**src/rtl/rep_add_mul.sv**
```systemverilog
// ---------------------------------------------------------------------------
// rep_add_mul
//
// Sequential unsigned multiplier built from repeated addition. On an accepted
// start the multiplicand is latched into A and the multiplier into a
// down-counter. Each ADD cycle with a non-zero counter adds zero-extended A
// into a 2*WIDTH accumulator and decrements the counter. The equal-zero flag
// (eqz) ends the loop; a one-cycle done pulse follows.
//
// Optional build macro: REP_ADD_MUL_SWAP_EN
//   When defined, the larger operand becomes A and the smaller one becomes
//   the iteration count, so the loop runs min(a_in, b_in) times. The compare
//   is folded into the acceptance cycle and costs no extra latency.
//
// Ports:
//   clk      in   rising-edge clock
//   rst_n    in   asynchronous active-low reset
//   start    in   request, sampled only in IDLE
//   a_in     in   [WIDTH-1:0]   multiplicand, sampled with start
//   b_in     in   [WIDTH-1:0]   multiplier / iteration count, sampled with start
//   busy     out  high in ADD and DONE
//   done     out  one-cycle pulse when product is valid
//   eqz      out  high when the down-counter is zero
//   product  out  [2*WIDTH-1:0] result, held until the next accepted start
// ---------------------------------------------------------------------------
module rep_add_mul #(
  parameter int WIDTH = 32
) (
  input  logic               clk,
  input  logic               rst_n,
  input  logic               start,
  input  logic [WIDTH-1:0]   a_in,
  input  logic [WIDTH-1:0]   b_in,
  output logic               busy,
  output logic               done,
  output logic               eqz,
  output logic [2*WIDTH-1:0] product
);

  typedef enum logic [1:0] {
    ST_IDLE = 2'd0,
    ST_ADD  = 2'd1,
    ST_DONE = 2'd2
  } state_t;

  state_t               state_q, state_d;
  logic [WIDTH-1:0]     a_q, a_d;
  logic [WIDTH-1:0]     cnt_q, cnt_d;
  logic [2*WIDTH-1:0]   product_q, product_d;

  // Operand selection at acceptance time.
  logic [WIDTH-1:0]     load_a;
  logic [WIDTH-1:0]     load_cnt;

`ifdef REP_ADD_MUL_SWAP_EN
  // Iterate over the smaller operand; the product is commutative.
  always_comb begin
    load_a   = a_in;
    load_cnt = b_in;
    if (b_in > a_in) begin
      load_a   = b_in;
      load_cnt = a_in;
    end
  end
`else
  always_comb begin
    load_a   = a_in;
    load_cnt = b_in;
  end
`endif

  // The loop terminates on the counter register, so eqz is also the
  // ADD-state exit condition.
  assign eqz = (cnt_q == '0);

  always_comb begin
    state_d   = state_q;
    a_d       = a_q;
    cnt_d     = cnt_q;
    product_d = product_q;
    unique case (state_q)
      ST_IDLE: begin
        if (start) begin
          a_d       = load_a;
          cnt_d     = load_cnt;
          product_d = '0;
          state_d   = ST_ADD;
        end
      end
      ST_ADD: begin
        if (!eqz) begin
          product_d = product_q + {{WIDTH{1'b0}}, a_q};
          cnt_d     = cnt_q - WIDTH'(1);
        end else begin
          state_d = ST_DONE;
        end
      end
      ST_DONE: begin
        // start is ignored here; a held start is taken on the next IDLE cycle.
        state_d = ST_IDLE;
      end
      default: begin
        state_d = ST_IDLE;
      end
    endcase
  end

  always_ff @(posedge clk or negedge rst_n) begin
    if (!rst_n) begin
      state_q   <= ST_IDLE;
      a_q       <= '0;
      cnt_q     <= '0;
      product_q <= '0;
    end else begin
      state_q   <= state_d;
      a_q       <= a_d;
      cnt_q     <= cnt_d;
      product_q <= product_d;
    end
  end

  // Status outputs decode directly from the state register.
  assign busy    = (state_q == ST_ADD) || (state_q == ST_DONE);
  assign done    = (state_q == ST_DONE);
  assign product = product_q;

endmodule

```
**config.mk**
```make
export PLATFORM = sky130hd
export DESIGN_NAME = rep_add_mul
export DESIGN_NICKNAME = d
export VERILOG_FILES = /design/src/rtl/rep_add_mul.sv
export SDC_FILE = /design/constraint.sdc
export NUM_CORES = 1
export LEC_CHECK = 0
export ABC_AREA = 1
export CAP_MARGIN = 20
export CORE_ASPECT_RATIO = 1.75
export CORE_MARGIN = 5
export CORE_UTILIZATION = 46
export DETAILED_ROUTE_END_ITERATION = 8
export GPL_ROUTABILITY_DRIVEN = 1
export GPL_TIMING_DRIVEN = 1
export PLACE_DENSITY = 0.68
export SYNTH_ARGS = -nofsm -noshare
export SYNTH_HDL_FRONTEND = slang
export SYNTH_SLANG_ARGS = --single-unit
```
**constraint.sdc**
```tcl
create_clock -name clk -period 2.2 [get_ports clk]
set_clock_uncertainty 0.05 [all_clocks]
set_input_delay 0.33 -clock clk [delete_from_list [all_inputs] [get_ports clk]]
set_output_delay 0.33 -clock clk [all_outputs]
set_load 0.1 [all_outputs]
```
# Yosys cells after proc, flatten, opt, wreduce, memory -nomap -nowiden
# Cells that the tools add are included.
[op_classes] add_sub_neg=2 n_eq_ne=5 muxes=9 n_reduce_logical=7
[ops] operator="64-bit two-way mux" count=2
[ops] operator="64-bit case mux with 2 select lines" count=1
[ops] operator="64-bit by 32-bit adder with 64-bit output" count=1
[ops] operator="32-bit two-way mux" count=2
[ops] operator="32-bit case mux with 2 select lines" count=1
[ops] operator="32-bit logical NOT" count=1
[ops] operator="32-bit by 1-bit subtractor with 32-bit output (second input constant)" count=1
[ops] operator="2-bit inequality test (second input constant)" count=3
[ops] operator="2-bit two-way mux" count=2
[ops] operator="2-bit case mux with 2 select lines" count=1
[ops] operator="2-bit AND reduction" count=2
[ops] operator="3-bit AND reduction" count=1
[ops] operator="2-bit by 1-bit == test with 1-bit output (second input constant)" count=1
[ops] operator="2-bit == test (second input constant)" count=1
[ops] operator="2-bit logical NOT" count=1
[ops] operator="2-bit nonzero test" count=1
[ops] operator="1-bit logical OR" count=1
[word_totals] regBits=130 output_inout_bits=67 word_cells=27

# Longest topological paths before layout
# Gate-level depths: netlist of run 1.
[depth] ltp_word=3 depth_mapped=15 mapped_depth_nobuf=15

# Worst setup path before layout of run 1
# No wires, ideal clock.
[synth_path] path_type="register to output" from="reg cnt_q[0]" to="out eqz" arrival_ns=4.065 path_slack_ns=-2.245 stages_incl_launch_ff=6 path_buffers=0 path_cell_list="dfrtp_1 > inv_1 > ha_1 > nand4_1 > nor4_1 > nor4b_1"
[synth_between] elab_chain_cells=1
[synth_lines] element="start: declaration" line_no="48" source="logic [WIDTH-1:0] cnt_q, cnt_d;"
[synth_lines] element="start signal: assignment" line_no="117" source="cnt_q <= cnt_d;"
[synth_lines] element="32-bit logical NOT" line_no="74" source="assign eqz = (cnt_q == '0);"
[synth_lines] element="end: declaration" line_no="36" source="output logic eqz,"
# No other way between the ends.

# Worst setup path after layout of run 1
# Same ends and word-level chain as after synthesis.

==> results.cfg, run 1 <==
[run_status]
status = finished with violations
violations = setup timing

[logic_synthesis]
synth_edf_count = 0
synth_nets = 1510
synth.distinct_cells = 38
synthCells = 1404
yosysSeqAreaShare_pct = 34.7
ys_seq_elements = 130
synth_top_area_cell = dfrtp_1
yosysWarnings = 0
synth-async-reset-ratio_pct = 100
syn_avg_cell_area_um2 = 6.68
syn_area_mm2 = 0.00938
yosys-top-cells-count = 468 x nand2_1, 182 x nor2_1, 180 x inv_1
netlist.area_leader.share_pct = 34.7
synth_area_leaders = dfrtp_1 35%, nand2_1 19%, nor2_1 7.3%
yosysMostFrequentCell = nand2_1
synth-main-ff-cell = dfrtp_1

[global_route]
grt_use_met2_pct = 52.2
grt_pass1_wl_mm = 51.5
busiest_layer = met2
grtUsageMet3_pct = 4.01
track_usage_pct = 27.6
antenna_found_initial = 0
grt_pass1_vias = 10105
grt-ovfl-total = 0
met1_usage_pct = 29.1
grt_start_max_net_pins = 52

[worst_setup_path]
r2r_slack_ns = -0.07
reg2reg_depth = 15
start_kind = flip-flop
crit_arrival_ns = 1.95
worst-setup-path-type = flip-flop to primary output
cp_max_fo = 2
crit_required_ns = 1.82
end_kind = primary output

[route]
postRouteAntennaNets = 0
routed_wl_mm = 33.6
wl_per_cell_um = 17.4
dr.pass1.iters = 6
drtIter0Drc = 782
vias_per_cell = 5.35
vias = 10296
route.detailed.drc = 0

[worst_hold_path]
hold_path_class = primary input to async pin

[timing]
setup_tns_ns = -0.297
slew_viol_final = 0
period_share_pct = 106
hold_violations = 0
setup_slack_ns = -0.134
grt_setup_unrepaired = true
period_needed_ns = 2.33
setup_viol = 4
slew_headroom_pct = 60.8
fmax_ghz = 0.428
worst_pin_slew_ns = 0.589

[placement]
dp.cells = 1876
place.detailed.hpwl_mm = 25.3
dp_worst_setup_slack_ns = -0.212
gp_congestion = 0.993
dpl-instance-area_mm2 = 0.0119
io_buffers = 133

[die]
initial_utilization_pct = 46.5
fp.dieH_um = 199
num_io_pins = 134
core-area_mm2 = 0.0202
rows = 69
die_area_mm2 = 0.0235
die_width_um = 118

[power]
ir_worst_vdd_v = 0.00131
leakagePower_nw = 6.61
power_density_mw_per_mm2 = 1590
power_mw = 21.6

[flow_run]
drv_cap = 0

[clock_network]
clock_sinks = 130
clockRootBuffer = clkbuf_16
htree_levels = 4
cts_tree = done
clk_pin_slew_ns = 0.06
cts_max_path_buffers = 2
clock_latency_ns = 0.43
numCtsBuffers = 17

[layout]
area_growth_pct = 44.3
fin_area_mm2 = 0.0135
fill_cells = 1806
n_antenna_cell = 0
nets = 1771
final_cell_count_no_fill = 1926
drive_gt1_share_pct = 29.6
[repair_timing]
action / 4_1_cts / 5_1_grt
hold buffers: 1 / 0
gates resized for setup: 40 / 166
setup buffers: 11 / 8
endpoints found under the hold margin: 40 / 0
gates cloned: 0 / 1
pin swaps: 15 / 51
endpoints found under the setup margin: 31 / 58
[sequential cells by signal (all words and copies together) (netlist names)]
register / count
cnt_q: 32
a_q: 32
product: 64
state_q: 2
[power breakdown]
| part | total (mW) | switching, mW | internal, mW |
|---|---|---|---|
| clock network | 2.86 | 1.18 | 1.67 |
| logic | 14.6 | 9.05 | 5.53 |
| registers | 4.15 | 0.844 | 3.30 |
| total | 21.6 | 11.1 | 10.5 |
[layout by cell type (no fill, tap or decap), types with 9 or more instances in the layout]
master,instances
buf_4,184
xnor2_1,9
nand2_1,410
a21oi_1,68
ha_1,9
dfrtp_2,40
clkdlybuf4s50_1,65
nand3_2,23
clkbuf_16,18
nand4_1,21
nand3_1,57
nor3_1,18
dfrtp_1,84
nor2_4,9
nor2_1,151
o21ai_1,15
mux2_2,31
inv_1,176
nand2_4,16
o21ai_0,33
nand2_2,44
a21oi_2,12
o211ai_1,12
nor2_2,27
xor2_1,17
buf_12,10
ha_4,27
[metrics by stage]
step,util [%],hold WS [ns]
floorplan,-,-0.0156
global placement,58.8,0.308
detailed placement,58.8,0.317
CTS,63.0,0.408
global route,67.0,0.443
finish,67.0,0.401
[kinds of logic after synthesis]
group,synth area share [%]
compound gates,9.92
buf+inv,8.97
flops,34.7
simple gates,35.0
fa+ha+maj,5.28
xor+xnor,2.43
mux,3.72
[layer usage]
layer / wire [um] / vias up / part of all wire [%]
li1: - / 5019 / -
met1: 12400 / 4839 / 37
met2: 18200 / 328 / 54
met3: 1250 / 110 / 3.7
met4: 1800 / 0 / 5.3
met5: 0 / - / 0
[path summary, 6_finish.rpt]
check | from | end
worst max-delay path | cnt_q[0]$_DFFE_PN0P_ | eqz
worst min-delay path | rst_n | a_q[4]$_DFFE_PN0P_
worst max register to register | a_q[0]$_DFFE_PN0P_ | product[36]$_DFFE_PN0P_
worst min register to register | a_q[11]$_DFFE_PN0P_ | a_q[11]$_DFFE_PN0P_
max in group asynchronous | rst_n | product[37]$_DFFE_PN0P_
min in group clk | b_in[18] | cnt_q[18]$_DFFE_PN0P_
[layout make-up]
| type | instances | area [um2] | share of cell area (%) |
|---|---|---|---|
| sequential | 130 | 3330 | 24.6 |
| inverter | 182 | 688 | 5.08 |
| clock buffer | 17 | 425 | 3.14 |
| tap | 248 | 310 | 2.29 |
| multi-input combinational | 1065 | 6260 | 46.2 |
| timing repair buffer | 269 | 2370 | 17.5 |
| clock inverter | 15 | 161 | 1.19 |
[worst max-delay path, stage by stage, from the launching register on]
cell and delay [ns]:
dfrtp_1 0.40, inv_2 0.10, ha_4 0.17, nand4_1 0.10, nor4_2 0.25, nor4b_4 0.29
buf_12 0.21
Power figures use the tool's default switching activity.
==> run 2: changes to the inputs <==
- GPL_TIMING_DRIVEN: 1 -> unset
==> results of run 2 <==
Same layout as run 1: the final DEF is identical, and so are final timing and power.
==> run 3: changes to the inputs <==
- GPL_TIMING_DRIVEN: unset -> 0
==> run 3 against run 2 <==
Against the previous run:
- the run still ends with setup timing left
- die area unchanged
- setup slack worse by 0.012 ns
- fmax down 0.50%
- total power down 4.8%
- utilization down 2.8 points
- via count down 3.5%
- largest power group unchanged
==> results.cfg, run 3 (synthesized netlist as in run 1, its figures left out) <==
[placement]
dp.cells = 1786
place.detailed.hpwl_mm = 25.5
io_buffers = 133
gp_congestion = 0.972
dp_worst_setup_slack_ns = -0.708

[run_status]
violations = setup timing
status = finished with violations

[die]
die_width_um = 118
die_area_mm2 = 0.0235
core-area_mm2 = 0.0202
fp.dieH_um = 199
rows = 69
num_io_pins = 134
initial_utilization_pct = 46.5

[clock_network]
cts_max_path_buffers = 2
cts_tree = done
numCtsBuffers = 17
clock_latency_ns = 0.44
clock_sinks = 130
clk_pin_slew_ns = 0.06
htree_levels = 4
clockRootBuffer = clkbuf_16

[power]
power_density_mw_per_mm2 = 1580
leakagePower_nw = 6.26
p_comb_share_pct = 65.9
switching_power_mw = 11.0
p_seq_share_pct = 20.8
swShare_pct = 53.4
ir_worst_vdd_v = 0.00106
p_int_mw = 9.57
power.share.clock_pct = 13.3

[global_route]
grt_pass1_vias = 9842
grt-ovfl-total = 0
grt_pass1_wl_mm = 51.4
antenna_found_initial = 0
track_usage_pct = 27.8
grt_start_max_net_pins = 78

[route]
vias_per_cell = 5.38
drtIter0Drc = 655
wl_per_cell_um = 18.0
routed_wl_mm = 33.2
postRouteAntennaNets = 0
vias = 9931
route.detailed.drc = 0
dr.pass1.iters = 5

[layout]
largest_reg_flops = 64
fill_cells = 1865
mostFrequentLayoutCell = nand2_1
drive_gt1_share_pct = 23.0
final_cell_mix = 407 x nand2_1, 175 x inv_1, 143 x nor2_1, 81 x dfrtp_1, 66 x a21oi_1
nets = 1693
n_antenna_cell = 0
final_cell_count_no_fill = 1847
area_growth_pct = 38.2

[timing]
setup_viol = 7
slew_headroom_pct = 31.4
period_needed_ns = 2.35
fmax_ghz = 0.426
worst_pin_slew_ns = 1.03
slew_viol_final = 0
setup_slack_ns = -0.146
period_share_pct = 107
grt_setup_unrepaired = true
hold_violations = 0

[flow_run]
drv_cap = 0

[worst_hold_path]
hold_path_class = primary input to async pin

[worst_setup_path]
end_kind = primary output
startpoint = cnt_q[5]$_DFFE_PN0P_
cp_max_fo = 4
r2r-start = product[0]$_DFFE_PN0P_
start_kind = flip-flop
crit_required_ns = 1.82
crit_arrival_ns = 1.97
worst-setup-path-type = flip-flop to primary output
run 3: timing repair:
item,in CTS,in global routing
pin swaps,14,50
buffers inserted,9,20
hold buffers,1,0
endpoints found under the setup margin,172,110
endpoints found under the hold margin,53,0
resized for setup,144,185
run 3: per-stage QoR:
stage          setup TNS [ns]  cell area (um2)  util, %  total power [mW]  hold slack [ns]
2_1_floorplan          -0.262             9550        -              12.1          -0.0156
3_3_place_gp          -659.74            11200     55.4              15.2            0.441
3_5_place_dp           -34.02            11200     55.5              15.4            0.266
4_1_cts                -0.294            12100     59.7              18.6            0.377
5_1_grt                 -1.58            13000     64.2              21.9            0.422
6_report               -0.509            13000     64.2              20.5            0.356
run 3: worst paths after layout:
check                                          end  slack, ns  cells after the start
min                             a_q[4]$_DFFE_PN0P_       0.36                      2
max reg2reg                product[36]$_DFFE_PN0P_      -0.08                     15
max                                            eqz      -0.15                      5
max in group asynchronous  product[39]$_DFFE_PN0P_       0.93                      3
min reg2reg                product[14]$_DFFE_PN0P_       0.46                      2
min in group clk             cnt_q[22]$_DFFE_PN0P_       0.42                      3
run 3: worst max-delay path, cell delays in order, from the launching register on:
cell and delay (ns):
dfrtp_1 0.42, nor2_4 0.18, nand4_1 0.21, nor4_2 0.20, nor4b_4 0.25, buf_6 0.26
run 3: cell type report:
| cell class | instances | area (um2) | share of cell area [%] |
|---|---|---|---|
| plain buffers | 27 | 178 | 1.37 |
| clock buffers | 26 | 499 | 3.85 |
| clock inverters | 5 | 52.6 | 0.405 |
| inverters | 182 | 683 | 5.27 |
| multi-input cells | 1065 | 6390 | 49.3 |
| flip-flops and latches | 130 | 3330 | 25.7 |
| well taps | 248 | 310 | 2.39 |
| repair buffers | 164 | 1530 | 11.8 |
run 3: power groups by stage:
stage	Combinational, mW	Sequential (mW)	Clock [mW]
floorplan	6.53	5.55	0
global route	14.7	4.39	2.86
finish	13.5	4.28	2.72
detailed placement	11.3	4.03	0
global placement	11.2	4.02	0
CTS	11.8	4.04	2.76
run 3: per-layer routing:
| layer | track usage [%] | vias to the layer above | part of all wire [%] |
|---|---|---|---|
| li1 | - | 4871 | - |
| met1 | 29.3 | 4663 | 37 |
| met2 | 52.6 | 303 | 54 |
| met3 | 4.18 | 94 | 4.0 |
| met4 | 15.3 | 0 | 4.7 |
| met5 | 0 | - | 0 |
